## src/rtl/alarm_clock_core.sv

```systemverilog
// 24h time-of-day counter with a seconds prescaler, button setting of time and alarm,
// a 12h display decode and an alarm ring/snooze/stop state machine.
module alarm_clock_core #(
   parameter int TICK_DIV   = 1000,
   parameter int RING_SEC   = 60,
   parameter int SNOOZE_MIN = 5,
   parameter int AL_RST_HR  = 7,
   parameter int AL_RST_MIN = 0
) (
   input  logic       clk,
   input  logic       rst,
   input  logic       hr_inc,
   input  logic       min_inc,
   input  logic       set_sel,
   input  logic       alarm_en,
   input  logic       snooze,
   input  logic       stop,
   output logic [4:0] hr,
   output logic [5:0] min,
   output logic [5:0] sec,
   output logic [4:0] al_hr,
   output logic [5:0] al_min,
   output logic [3:0] hr12,
   output logic       pm,
   output logic       sec_tick,
   output logic       ring,
   output logic       snoozing
);

   localparam int PW     = (TICK_DIV > 1) ? $clog2(TICK_DIV) : 1;
   localparam int SN_SEC = SNOOZE_MIN * 60;
   localparam int RW     = $clog2(RING_SEC + 1);
   localparam int SW     = $clog2(SN_SEC + 1);
   localparam logic [PW-1:0] CNT_LAST  = PW'(TICK_DIV - 1);
   localparam logic [RW-1:0] RING_LOAD = RW'(RING_SEC);
   localparam logic [SW-1:0] SN_LOAD   = SW'(SN_SEC);

   typedef enum logic [1:0] {ST_IDLE = 2'd0, ST_RING = 2'd1, ST_SNOOZE = 2'd2} state_t;

   function automatic logic [5:0] inc60(input logic [5:0] v);
      return (v == 6'd59) ? 6'd0 : v + 6'd1;
   endfunction

   function automatic logic [4:0] inc24(input logic [4:0] v);
      return (v == 5'd23) ? 5'd0 : v + 5'd1;
   endfunction

   logic [PW-1:0] cnt_r, cnt_nx_s;
   logic          sec_tick_r, trig_r, tick_upd_s;
   logic          hr_prev_r, min_prev_r, sn_prev_r, stop_prev_r;
   logic          hr_pe_s, min_pe_s, sn_pe_s, stop_pe_s;
   logic [4:0]    hr_r, hr_nx_s, al_hr_r, al_hr_nx_s;
   logic [5:0]    min_r, min_nx_s, sec_r, sec_nx_s, al_min_r, al_min_nx_s;
   state_t        state_r, state_nx_s;
   logic [RW-1:0] ring_cnt_r, ring_cnt_nx_s;
   logic [SW-1:0] sn_cnt_r, sn_cnt_nx_s;
   logic          ring_r, ring_nx_s, snoozing_r, snoozing_nx_s;

   assign cnt_nx_s  = (cnt_r == CNT_LAST) ? {PW{1'b0}} : cnt_r + PW'(1);
   assign hr_pe_s   = hr_inc & ~hr_prev_r;
   assign min_pe_s  = min_inc & ~min_prev_r;
   assign sn_pe_s   = snooze & ~sn_prev_r;
   assign stop_pe_s = stop & ~stop_prev_r;

   // Prescaler, tick pulse and button history; history resets high so held buttons stay quiet.
   always_ff @(posedge clk) begin
      if (!rst) begin
         cnt_r       <= {PW{1'b0}};
         sec_tick_r  <= 1'b0;
         hr_prev_r   <= 1'b1;
         min_prev_r  <= 1'b1;
         sn_prev_r   <= 1'b1;
         stop_prev_r <= 1'b1;
      end else begin
         cnt_r       <= cnt_nx_s;
         sec_tick_r  <= (cnt_nx_s == CNT_LAST);
         hr_prev_r   <= hr_inc;
         min_prev_r  <= min_inc;
         sn_prev_r   <= snooze;
         stop_prev_r <= stop;
      end
   end

   // Time/alarm next values: a set pulse pre-empts the tick, so that second is lost.
   always_comb begin
      hr_nx_s     = hr_r;
      min_nx_s    = min_r;
      sec_nx_s    = sec_r;
      al_hr_nx_s  = al_hr_r;
      al_min_nx_s = al_min_r;
      tick_upd_s  = 1'b0;
      if (!set_sel && min_pe_s) begin
         min_nx_s = inc60(min_r);
         hr_nx_s  = (min_r == 6'd59) ? inc24(hr_r) : hr_r;
      end else if (!set_sel && hr_pe_s) begin
         hr_nx_s = inc24(hr_r);
      end else if (sec_tick_r) begin
         tick_upd_s = 1'b1;
         sec_nx_s   = inc60(sec_r);
         if (sec_r == 6'd59) begin
            min_nx_s = inc60(min_r);
            hr_nx_s  = (min_r == 6'd59) ? inc24(hr_r) : hr_r;
         end else begin
            min_nx_s = min_r;
         end
      end else begin
         tick_upd_s = 1'b0;
      end
      if (set_sel) begin
         al_min_nx_s = min_pe_s ? inc60(al_min_r) : al_min_r;
         al_hr_nx_s  = hr_pe_s ? inc24(al_hr_r) : al_hr_r;
      end else begin
         al_min_nx_s = al_min_r;
         al_hr_nx_s  = al_hr_r;
      end
   end

   // Time and alarm registers plus the alarm-match flag.
   always_ff @(posedge clk) begin
      if (!rst) begin
         hr_r     <= 5'd0;
         min_r    <= 6'd0;
         sec_r    <= 6'd0;
         al_hr_r  <= 5'(AL_RST_HR);
         al_min_r <= 6'(AL_RST_MIN);
         trig_r   <= 1'b0;
      end else begin
         hr_r     <= hr_nx_s;
         min_r    <= min_nx_s;
         sec_r    <= sec_nx_s;
         al_hr_r  <= al_hr_nx_s;
         al_min_r <= al_min_nx_s;
         trig_r   <= tick_upd_s && (hr_nx_s == al_hr_r) && (min_nx_s == al_min_r)
                     && (sec_nx_s == 6'd0);
      end
   end

   // Alarm state register, countdowns and registered FSM outputs.
   always_ff @(posedge clk) begin
      if (!rst) begin
         state_r    <= ST_IDLE;
         ring_cnt_r <= {RW{1'b0}};
         sn_cnt_r   <= {SW{1'b0}};
         ring_r     <= 1'b0;
         snoozing_r <= 1'b0;
      end else begin
         state_r    <= state_nx_s;
         ring_cnt_r <= ring_cnt_nx_s;
         sn_cnt_r   <= sn_cnt_nx_s;
         ring_r     <= ring_nx_s;
         snoozing_r <= snoozing_nx_s;
      end
   end

   // Alarm next-state: stop beats snooze, countdowns expire on the tick that reaches zero.
   always_comb begin
      state_nx_s    = state_r;
      ring_cnt_nx_s = ring_cnt_r;
      sn_cnt_nx_s   = sn_cnt_r;
      case (state_r)
         ST_IDLE: begin
            if (trig_r && alarm_en) begin
               state_nx_s    = ST_RING;
               ring_cnt_nx_s = RING_LOAD;
            end else begin
               state_nx_s = ST_IDLE;
            end
         end
         ST_RING: begin
            if (stop_pe_s || !alarm_en) begin
               state_nx_s    = ST_IDLE;
               ring_cnt_nx_s = {RW{1'b0}};
            end else if (sn_pe_s) begin
               state_nx_s    = ST_SNOOZE;
               ring_cnt_nx_s = {RW{1'b0}};
               sn_cnt_nx_s   = SN_LOAD;
            end else if (sec_tick_r) begin
               if (ring_cnt_r <= RW'(1)) begin
                  state_nx_s    = ST_IDLE;
                  ring_cnt_nx_s = {RW{1'b0}};
               end else begin
                  ring_cnt_nx_s = ring_cnt_r - RW'(1);
               end
            end else begin
               state_nx_s = ST_RING;
            end
         end
         ST_SNOOZE: begin
            if (stop_pe_s || !alarm_en) begin
               state_nx_s  = ST_IDLE;
               sn_cnt_nx_s = {SW{1'b0}};
            end else if (sec_tick_r) begin
               if (sn_cnt_r <= SW'(1)) begin
                  state_nx_s    = ST_RING;
                  sn_cnt_nx_s   = {SW{1'b0}};
                  ring_cnt_nx_s = RING_LOAD;
               end else begin
                  sn_cnt_nx_s = sn_cnt_r - SW'(1);
               end
            end else begin
               state_nx_s = ST_SNOOZE;
            end
         end
         default: begin
            state_nx_s    = ST_IDLE;
            ring_cnt_nx_s = {RW{1'b0}};
            sn_cnt_nx_s   = {SW{1'b0}};
         end
      endcase
   end

   // FSM output decode, taken from the next state so the outputs come straight from flops.
   always_comb begin
      ring_nx_s     = (state_nx_s == ST_RING);
      snoozing_nx_s = (state_nx_s == ST_SNOOZE);
   end

   // 12h display decode: midnight shows 12, afternoon folds down by 12.
   always_comb begin
      if (hr_r == 5'd0) begin
         hr12 = 4'd12;
      end else if (hr_r > 5'd12) begin
         hr12 = 4'(hr_r - 5'd12);
      end else begin
         hr12 = hr_r[3:0];
      end
      pm = (hr_r >= 5'd12);
   end

   assign hr       = hr_r;
   assign min      = min_r;
   assign sec      = sec_r;
   assign al_hr    = al_hr_r;
   assign al_min   = al_min_r;
   assign sec_tick = sec_tick_r;
   assign ring     = ring_r;
   assign snoozing = snoozing_r;

endmodule

```

## config.mk

```make
export PLATFORM = sky130hd
export DESIGN_NAME = alarm_clock_core
export DESIGN_NICKNAME = d
export VERILOG_FILES = /design/src/rtl/alarm_clock_core.sv
export SDC_FILE = /design/constraint.sdc
export NUM_CORES = 1
export LEC_CHECK = 0
export CAP_MARGIN = 15
export CORE_UTILIZATION = 35
export CTS_CLUSTER_DIAMETER = 30
export CTS_CLUSTER_SIZE = 12
export DETAILED_ROUTE_END_ITERATION = 6
export HOLD_SLACK_MARGIN = 0.03
export REMOVE_ABC_BUFFERS = 1
export SYNTH_ARGS = -nofsm -noshare
export SYNTH_HDL_FRONTEND = slang
export SYNTH_SLANG_ARGS = --single-unit
```

## constraint.sdc

```tcl
create_clock -name clk -period 4.58 [get_ports clk]
set_input_delay 0.687 -clock clk [delete_from_list [all_inputs] [get_ports clk]]
set_output_delay 0.687 -clock clk [all_outputs]
set_load 0.01 [all_outputs]
```

== Word level (Yosys, flattened, before mapping) ==
Cells that the tools add are included.

* Reductions and logical operators: 16
* Multiplexer cells: 47
* Equal/unequal tests: 21
* Add/sub/neg operators: 9
* Magnitude comparators: 4
* Bitwise gates (word level): 9

{| class="wikitable"
|+ Operators by type and width
! kind !! number
|-
| $mux W6 || 18
|-
| $mux W9 || 5
|-
| $mux W5 || 7
|-
| $pmux W9 S3 || 1
|-
| $eq A10 B10 Y1 const B || 2
|-
| $add A6 B1 Y6 const B || 3
|-
| $eq A6 B6 Y1 const B || 3
|-
| $pmux W6 S3 || 1
|-
| $mux W2 || 7
|-
| $ne A2 B2 Y1 const B || 6
|-
| $add A10 B1 Y10 const B || 1
|-
| $add A5 B1 Y5 const B || 2
|-
| $eq A5 B5 Y1 const B || 2
|-
| $mux W10 || 1
|-
| $le A9 B1 Y1 const B || 1
|-
| $sub A9 B1 Y9 const B || 1
|-
| $mux W4 || 2
|-
| $eq A6 B6 Y1 || 1
|-
| $le A6 B1 Y1 const B || 1
|-
| $logic_and A1 B1 Y1 || 6
|-
| $logic_not A6 Y1 || 1
|-
| $pmux W2 S3 || 1
|-
| $sub A6 B1 Y6 const B || 1
|-
| $eq A5 B5 Y1 || 1
|-
| 17 further kinds || 31
|}

* Flip-flop bits (word level): 63
* Input bits: 8
* Word-level logic and storage cells: 123

== Logic depth before layout (Yosys ltp) ==
Gate-level depths: netlist of the first run.

* Depth after elaboration: 11
* Depth in mapped cells: 10

== Least setup slack after synthesis of the first run ==
No wires, ideal clock.

* Path kind: input to register
* From: input set_sel
* To: register trig_r
* Stages on the path: 7
* Slack: 1.912 ns
* Arrival: 2.580 ns
* Path buffers: 1
* Setup time: 0.088 ns
* Path through: buf_6 or3b_4 a31oi_2 nand2_1 a222oi_1 or4b_1 nor4_2

* Cells in the longest elaborated chain, start to end: 8

{| class="wikitable"
|+ Ends and longest elaborated chain
! element !! line !! text
|-
| from (decl) || 14 || <nowiki>input logic set_sel,</nowiki>
|-
| $logic_not A1 Y1 (*) || 92, 95 ||
|-
| $logic_and A1 B1 Y1 || 95 || <nowiki>end else if (!set_sel && hr_pe_s) begin</nowiki>
|-
| $mux W5 || 95 ||
|-
| $mux W5 || 92 || <nowiki>if (!set_sel && min_pe_s) begin</nowiki>
|-
| $eq A5 B5 Y1 || 133 || <nowiki>trig_r <= tick_upd_s && (hr_nx_s == al_hr_r) && (min_nx_s == al_min_r)</nowiki>
|-
| $logic_and A1 B1 Y1 (2 in a row) || 133 ||
|-
| $logic_and A1 B1 Y1 (*) || 134 || <nowiki>&& (sec_nx_s == 6'd0);</nowiki>
|-
| to (signal assigned) || 133 ||
|-
| to (decl) || 49 || <nowiki>logic sec_tick_r, trig_r, tick_upd_s;</nowiki>
|}

Mark *: on every way between the ends. The rest lies on a longest branch, timed or not.
A chain may end at the register's enable or synchronous reset.

== Worst setup path in the final report of the first run ==
Ends and elaborated chain as after synthesis.

==> results of run 1 <==
-- cell usage in the layout (no fill, tap or decap), types with 3 or more instances in the layout --
| master | count |
|---|---|
| nand4_1 | 7 |
| xor2_1 | 10 |
| a21oi_1 | 46 |
| nor4_1 | 4 |
| and3_1 | 9 |
| inv_1 | 22 |
| dfxtp_1 | 63 |
| mux2i_1 | 3 |
| a22oi_1 | 4 |
| ha_1 | 19 |
| o211ai_1 | 3 |
| and2_1 | 11 |
| nor3b_1 | 5 |
| nand3_1 | 18 |
| nor2b_1 | 9 |
| o21ai_1 | 3 |
| clkdlybuf4s50_1 | 43 |
| nor3_1 | 20 |
| a211oi_1 | 4 |
| clkbuf_8 | 12 |
| or3_1 | 8 |
| o21ai_0 | 36 |
| nor2_1 | 73 |
| o2111ai_1 | 3 |
| or4_1 | 3 |
| nand2b_1 | 12 |
| a31oi_1 | 6 |
| nand2_1 | 47 |
| xnor2_1 | 12 |
-- state kept, by name, summed over array words and instances, names as in the netlist, 2 cells and up --
name and flops:
al_hr 5, al_min 6, cnt_r 10, hr 5
min 6, ring_cnt_r 6, sec 6, sn_cnt_r 9
state_r 2
-- layer usage --
layer  track usage  vias up
met3        0.0362       11
met4        0.0763        0
met1         0.247     1739
met2         0.271       98
met5             0        -
li1              -     1913
-- final timing paths --
| path | to | start | cells past startpoint |
|---|---|---|---|
| worst max-delay path | trig_r | set_sel | 7 |
| worst min-delay path | cnt_r[0] | cnt_r[0] | 1 |
| worst max register to register | trig_r | min[0] | 8 |
| worst min register to register | cnt_r[0] | cnt_r[0] | 1 |
-- cell families (layout without fill, tap and decap cells) --
family	count (synthesis)	after routing
adders and majority gates	19	19
AOI/OAI and AO/OA	128	128
xor gates and xnor gates	22	22
buffers and inverters	44	84
DFF	63	63
and+or+nand+nor	239	239
muxes	5	5
-- where the power goes --
| part | total (W) | internal [W] | switching, W |
|---|---|---|---|
| clock network | 0.000513 | 0.000294 | 0.000219 |
| logic | 0.0000658 | 0.0000295 | 0.0000363 |
| registers | 0.000563 | 0.000554 | 0.00000864 |
| total | 0.00114 | 0.000878 | 0.000264 |
-- metrics by stage --
| stage | power [W] | hold slack, ns |
|---|---|---|
| floorplan | 0.000611 | 0.437 |
| global placement | 0.000640 | 0.454 |
| detailed placement | 0.000641 | 0.460 |
| CTS | 0.00115 | 0.475 |
| global route | 0.00119 | 0.512 |
| finish | 0.00114 | 0.474 |
-- layout make-up --
type / instances / area (um^2)
timing repair buffer: 45 / 445
inverter: 23 / 86.3
multi-input combinational: 413 / 2480
tap: 140 / 175
clock inverter: 3 / 40.0
clock buffer: 13 / 169
fill: 1118 / 6230
sequential: 63 / 1260
-- critical path, cell delays in order --
cell and delay [ns]:
clkdlybuf4s50_1 0.55, or3b_4 0.49, a31oi_2 0.41, nand2_1 0.10, a222oi_1 0.32, or4b_1 0.49
nor4_2 0.26
==> impl_metrics.csv, run 1 <==
group,metric,value,unit
timing,period_needed,3.02,ns
logic_synthesis,synthSimpleGateAreaFrac,0.308,
place,gp_congestion,0.934,
clocking,path_clk_slew,0.07,ns
global_route,overflow,0,
cells_and_area,drive_gt1_frac,0.0571,
logic_synthesis,synth_common_cells,"nor2_1, dfxtp_1, nand2_1",
timing,max_slew_margin,0.522,
clocking,h-tree-depth,3,
clocking,cts_root_buf,"clkbuf_8",
logic_synthesis,avgSynthCellArea,7.56,um^2
floorplanning,initial_core_util,0.361,
timing,worst_pin_slew,0.716,ns
logic_synthesis,synth_seq_cells,63,
floorplanning,die_y,108,um
detailed_routing,drc,0,
logic_synthesis,synth_top_area_share,0.321,
timing,rsz0062_at_grt,"no",
clocking,postCtsSetupBuffers,0,
floorplanning,core-area,0.0109,mm^2
power_and_ir_drop,peakVddDrop,0.133,mV
logic_synthesis,yosys.area_share.adder,0.0605,
clocking,cts_resized,0,
global_route,grt_util_all_layers,0.180,
logic_synthesis,synth_flop_cell,"dfxtp_1",
logic_synthesis,synthCells,520,
flow_run,drv_cap,0,
timing,fin_setup_tns,0,ns
logic_synthesis,synthXorXnorAreaFrac,0.0490,
timing,hold_viol_final,0,
detailed_routing,viasPerCell,5.37,
logic_synthesis,syn-cell-area,0.00393,mm^2
timing,finClkSkew,0.0102,ns
cells_and_area,fin_nets,582,
floorplanning,rows,38,
setup_path,crit_required,4.86,ns
logic_synthesis,yosysWarnings,0,
clocking,clock_sinks,63,
detailed_routing,routed_wirelength,9850,um
detailed_routing,drt_iter0_drc,348,
place,placed_cells,684,
cells_and_area,fin_area,0.00466,mm^2
timing,timing.fmax,331,MHz
setup_path,critical_path_arrival,3.30,ns
cells_and_area,finalNonFillerCells,700,
setup_path,worstSetupEndpointType,"flop",
logic_synthesis,ys_async_sr_fraction,0,
timing,slew_viol_final,0,
timing,finalSetupViolations,0,
place,dp_hpwl,7290,um
logic_synthesis,synth_edf_count,0,
clocking,cts_hold_buf,0,
detailed_routing,wl_met1,4950,um
setup_path,crit_type,"in -> reg",
clocking,cts_buffer_depth,2,
detailed_routing,wl_met2,4250,um
logic_synthesis,yosys.cell_count.top_type,"nor2_1",
detailed_routing,ant_nets,0,
logic_synthesis,synth_top_cell_by_area,"dfxtp_1",
global_route,grt_max_degree,29,
hold_path,hold_path_class,"reg -> reg",
clocking,numCtsBuffers,9,
logic_synthesis,muxShareOfSynthArea,0.0143,
logic_synthesis,synth_compound_area_frac,0.201,
detailed_routing,firstDrtPassIters,5,
detailed_routing,detail_route.wl_per_cell,14.1,um
timing,period_share,0.660,
place,numPortBuffers,43,
run_status,status,"finished, final reports clean",
global_route,grt_pass1_wl,16400,um
global_route,antenna_found_initial,0,
logic_synthesis,ys_types,65,
global_route,grt_pass1_vias,3374,
setup_path,reg2reg_slack,1.64,ns
detailed_routing,via_count,3761,
logic_synthesis,ys_seq_area_frac,0.321,
clocking,cts_tree,"done",
logic_synthesis,synth_top_family_by_area,"simple AND/OR/NAND/NOR gates",
floorplanning,dieArea,0.0117,mm^2
cells_and_area,area.growth.synth_to_final,18.7,%
timing,worst_slack,1.56,ns
setup_path,cp-start-kind,"primary input",
place,pre_cts_slack,1.23,ns
cells_and_area,final_util,0.428,
detailed_routing,met3_length,482,um
clocking,clk_latency,0.36,ns
power_and_ir_drop,pwr_density_cell,245,mW/mm^2
place,post_dp_cell_area,0.00445,mm^2
detailed_routing,maxUsedRoutingLayer,"met4",
logic_synthesis,synth.area.top_cells,"dfxtp_1, nor2_1, ha_1",
floorplanning,dieWidth,108,um
setup_path,path_max_fanout,10,
cells_and_area,antennaDiodeCount,0,
floorplanning,io_pins,44,
power_and_ir_drop,p_leak,1.68,nW
No activity file was read; power rests on OpenSTA's default activity.
==> run 2, diff against run 1 <==
==> constraint.sdc (replaced) <==
create_clock -name clk -period 2.8 [get_ports clk]
set_input_delay 0.42 -clock clk [delete_from_list [all_inputs] [get_ports clk]]
set_output_delay 0.42 -clock clk [all_outputs]
set_load 0.01 [all_outputs]
==> impl_metrics.csv, run 2 (synthesis gave the netlist of run 1 again) <==
group,metric,value,unit
power_and_ir_drop,intPower,0.00151,W
setup_path,path_buf_inv,0,
place,gp_congestion,0.915,
place,placed_cells,715,
power_and_ir_drop,p_switching,0.000454,W
floorplanning,dieArea,0.0117,mm^2
clocking,h-tree-depth,3,
clocking,path_clk_slew,0.07,ns
place,post_dp_cell_area,0.00469,mm^2
setup_path,crit_type,"reg -> reg",
clocking,cts_hold_buf,0,
power_and_ir_drop,pwr_density_cell,398,mW/mm^2
floorplanning,initial_core_util,0.361,
clocking,cts_tree,"done",
power_and_ir_drop,seqPwrFrac,0.469,
flow_run,drv_cap,0,
timing,worst_slack,0.208,ns
cells_and_area,antennaDiodeCount,0,
cells_and_area,fin_nets,613,
run_status,status,"finished, final reports clean",
detailed_routing,via_count,3863,
detailed_routing,drt_iter0_drc,287,
detailed_routing,drc,0,
cells_and_area,finalNonFillerCells,731,
cells_and_area,largest-register,"cnt_r",
clocking,clock_sinks,63,
power_and_ir_drop,peakVddDrop,0.181,mV
setup_path,cpMaxStageDelayCell,"or4b_1",
place,numPortBuffers,43,
timing,period_share,0.926,
setup_path,cp-start-kind,"flop",
cells_and_area,layout_common_cells,"nor2_1, dfxtp_1, nand2_1, a21oi_1, clkdlybuf4s50_1",
timing,worst_pin_slew,0.765,ns
setup_path,path_max_fanout,6,
timing,timing.fmax,386,MHz
cells_and_area,drive_gt1_frac,0.112,
setup_path,critical_path.top_delay_family,"simple AND/OR/NAND/NOR gates",
power_and_ir_drop,switching_share,0.231,
setup_path,path_cells,"ha_1 > nand4_2 > o31ai_4 > o311ai_1 > a222oi_1 > or4b_1 > nor4_2",
setup_path,cpPeakStageDelay,0.49,ns
detailed_routing,ant_nets,0,
cells_and_area,fin_area,0.00493,mm^2
power_and_ir_drop,clock_power_share,0.472,
clocking,cts_root_buf,"clkbuf_8",
timing,slew_viol_final,0,
floorplanning,io_pins,44,
timing,period_needed,2.59,ns
setup_path,critical_path_arrival,2.87,ns
setup_path,crit_required,3.08,ns
power_and_ir_drop,p_leak,1.84,nW
floorplanning,die_y,108,um
clocking,numCtsBuffers,9,
global_route,grt_pass1_wl,17400,um
clocking,cts_buffer_depth,2,
detailed_routing,firstDrtPassIters,5,
place,dp_hpwl,7650,um
power_and_ir_drop,pwr-share-comb,0.060,
global_route,grt_pass1_vias,3573,
global_route,grt_util_all_layers,0.190,
cells_and_area,layout_commonest_cell,"nor2_1",
setup_path,worstSetupEndpointType,"flop",
timing,rsz0062_at_grt,"no",
clocking,clk_latency,0.36,ns
timing,max_slew_margin,0.489,
hold_path,hold_path_class,"reg -> reg",
place,pre_cts_slack,-0.124,ns
timing,finalSetupViolations,0,
timing,finClkSkew,0.00562,ns
global_route,overflow,0,
floorplanning,dieWidth,108,um
cells_and_area,reg_top3,"cnt_r: 10 flops, sn_cnt_r: 9 flops",
floorplanning,rows,38,
detailed_routing,viasPerCell,5.28,
global_route,antenna_found_initial,0,
global_route,grt_max_degree,30,
cells_and_area,largest_register_ff_count,10,
cells_and_area,area.growth.synth_to_final,25.4,%
floorplanning,core-area,0.0109,mm^2
timing,hold_viol_final,0,
detailed_routing,routed_wirelength,10400,um
setup_path,reg2reg_slack,0.21,ns
detailed_routing,detail_route.wl_per_cell,14.2,um
[run 2: final timing paths]
check	cells past startpoint	from	endpoint
worst max-delay path	7	sec[0]	trig_r
worst min-delay path	1	cnt_r[0]	cnt_r[0]
worst max register to register	7	sec[0]	trig_r
worst min register to register	1	cnt_r[0]	cnt_r[0]
[run 2: through the flow]
stage | utilization | hold WS, ns | total power [W] | TNS [ns]
final | 0.453 | 0.480 | 0.00196 | 0
after global routing | 0.453 | 0.497 | 0.00204 | 0
after CTS | 0.452 | 0.482 | 0.00199 | 0
after detailed placement | 0.430 | 0.465 | 0.00106 | -0.124
after global placement | 0.430 | 0.452 | 0.00105 | -0.0759
after floorplan | - | 0.437 | 0.00100 | 0
[run 2: per-layer routing]
metal | global-route usage | part of all wire
met3 | 0.0277 | 0.048
met4 | 0.0900 | 0.018
met2 | 0.276 | 0.43
met5 | 0 | 0
met1 | 0.275 | 0.50
[run 2: power groups by stage]
stage | sequential [W] | clock (W) | combinational [W]
final | 0.000920 | 0.000926 | 0.000117
after global routing | 0.000922 | 0.000986 | 0.000130
after CTS | 0.000920 | 0.000953 | 0.000117
after detailed placement | 0.000940 | 0 | 0.000116
after global placement | 0.000940 | 0 | 0.000114
after floorplan | 0.000939 | 0 | 0.0000603
[run 2: timing repair]
item,4_1_cts,5_1_grt
gates resized for setup,0,4
setup buffers,0,0
setup endpoints to repair,0,2
[run 2: cell type report]
| cell class | instances | area [um^2] |
|---|---|---|
| timing repair buffer | 76 | 684 |
| multi-input combinational | 413 | 2490 |
| clock buffer | 11 | 151 |
| fill | 1097 | 5960 |
| sequential | 63 | 1260 |
| clock inverter | 5 | 80.1 |
| tap | 140 | 175 |
| inverter | 23 | 86.3 |
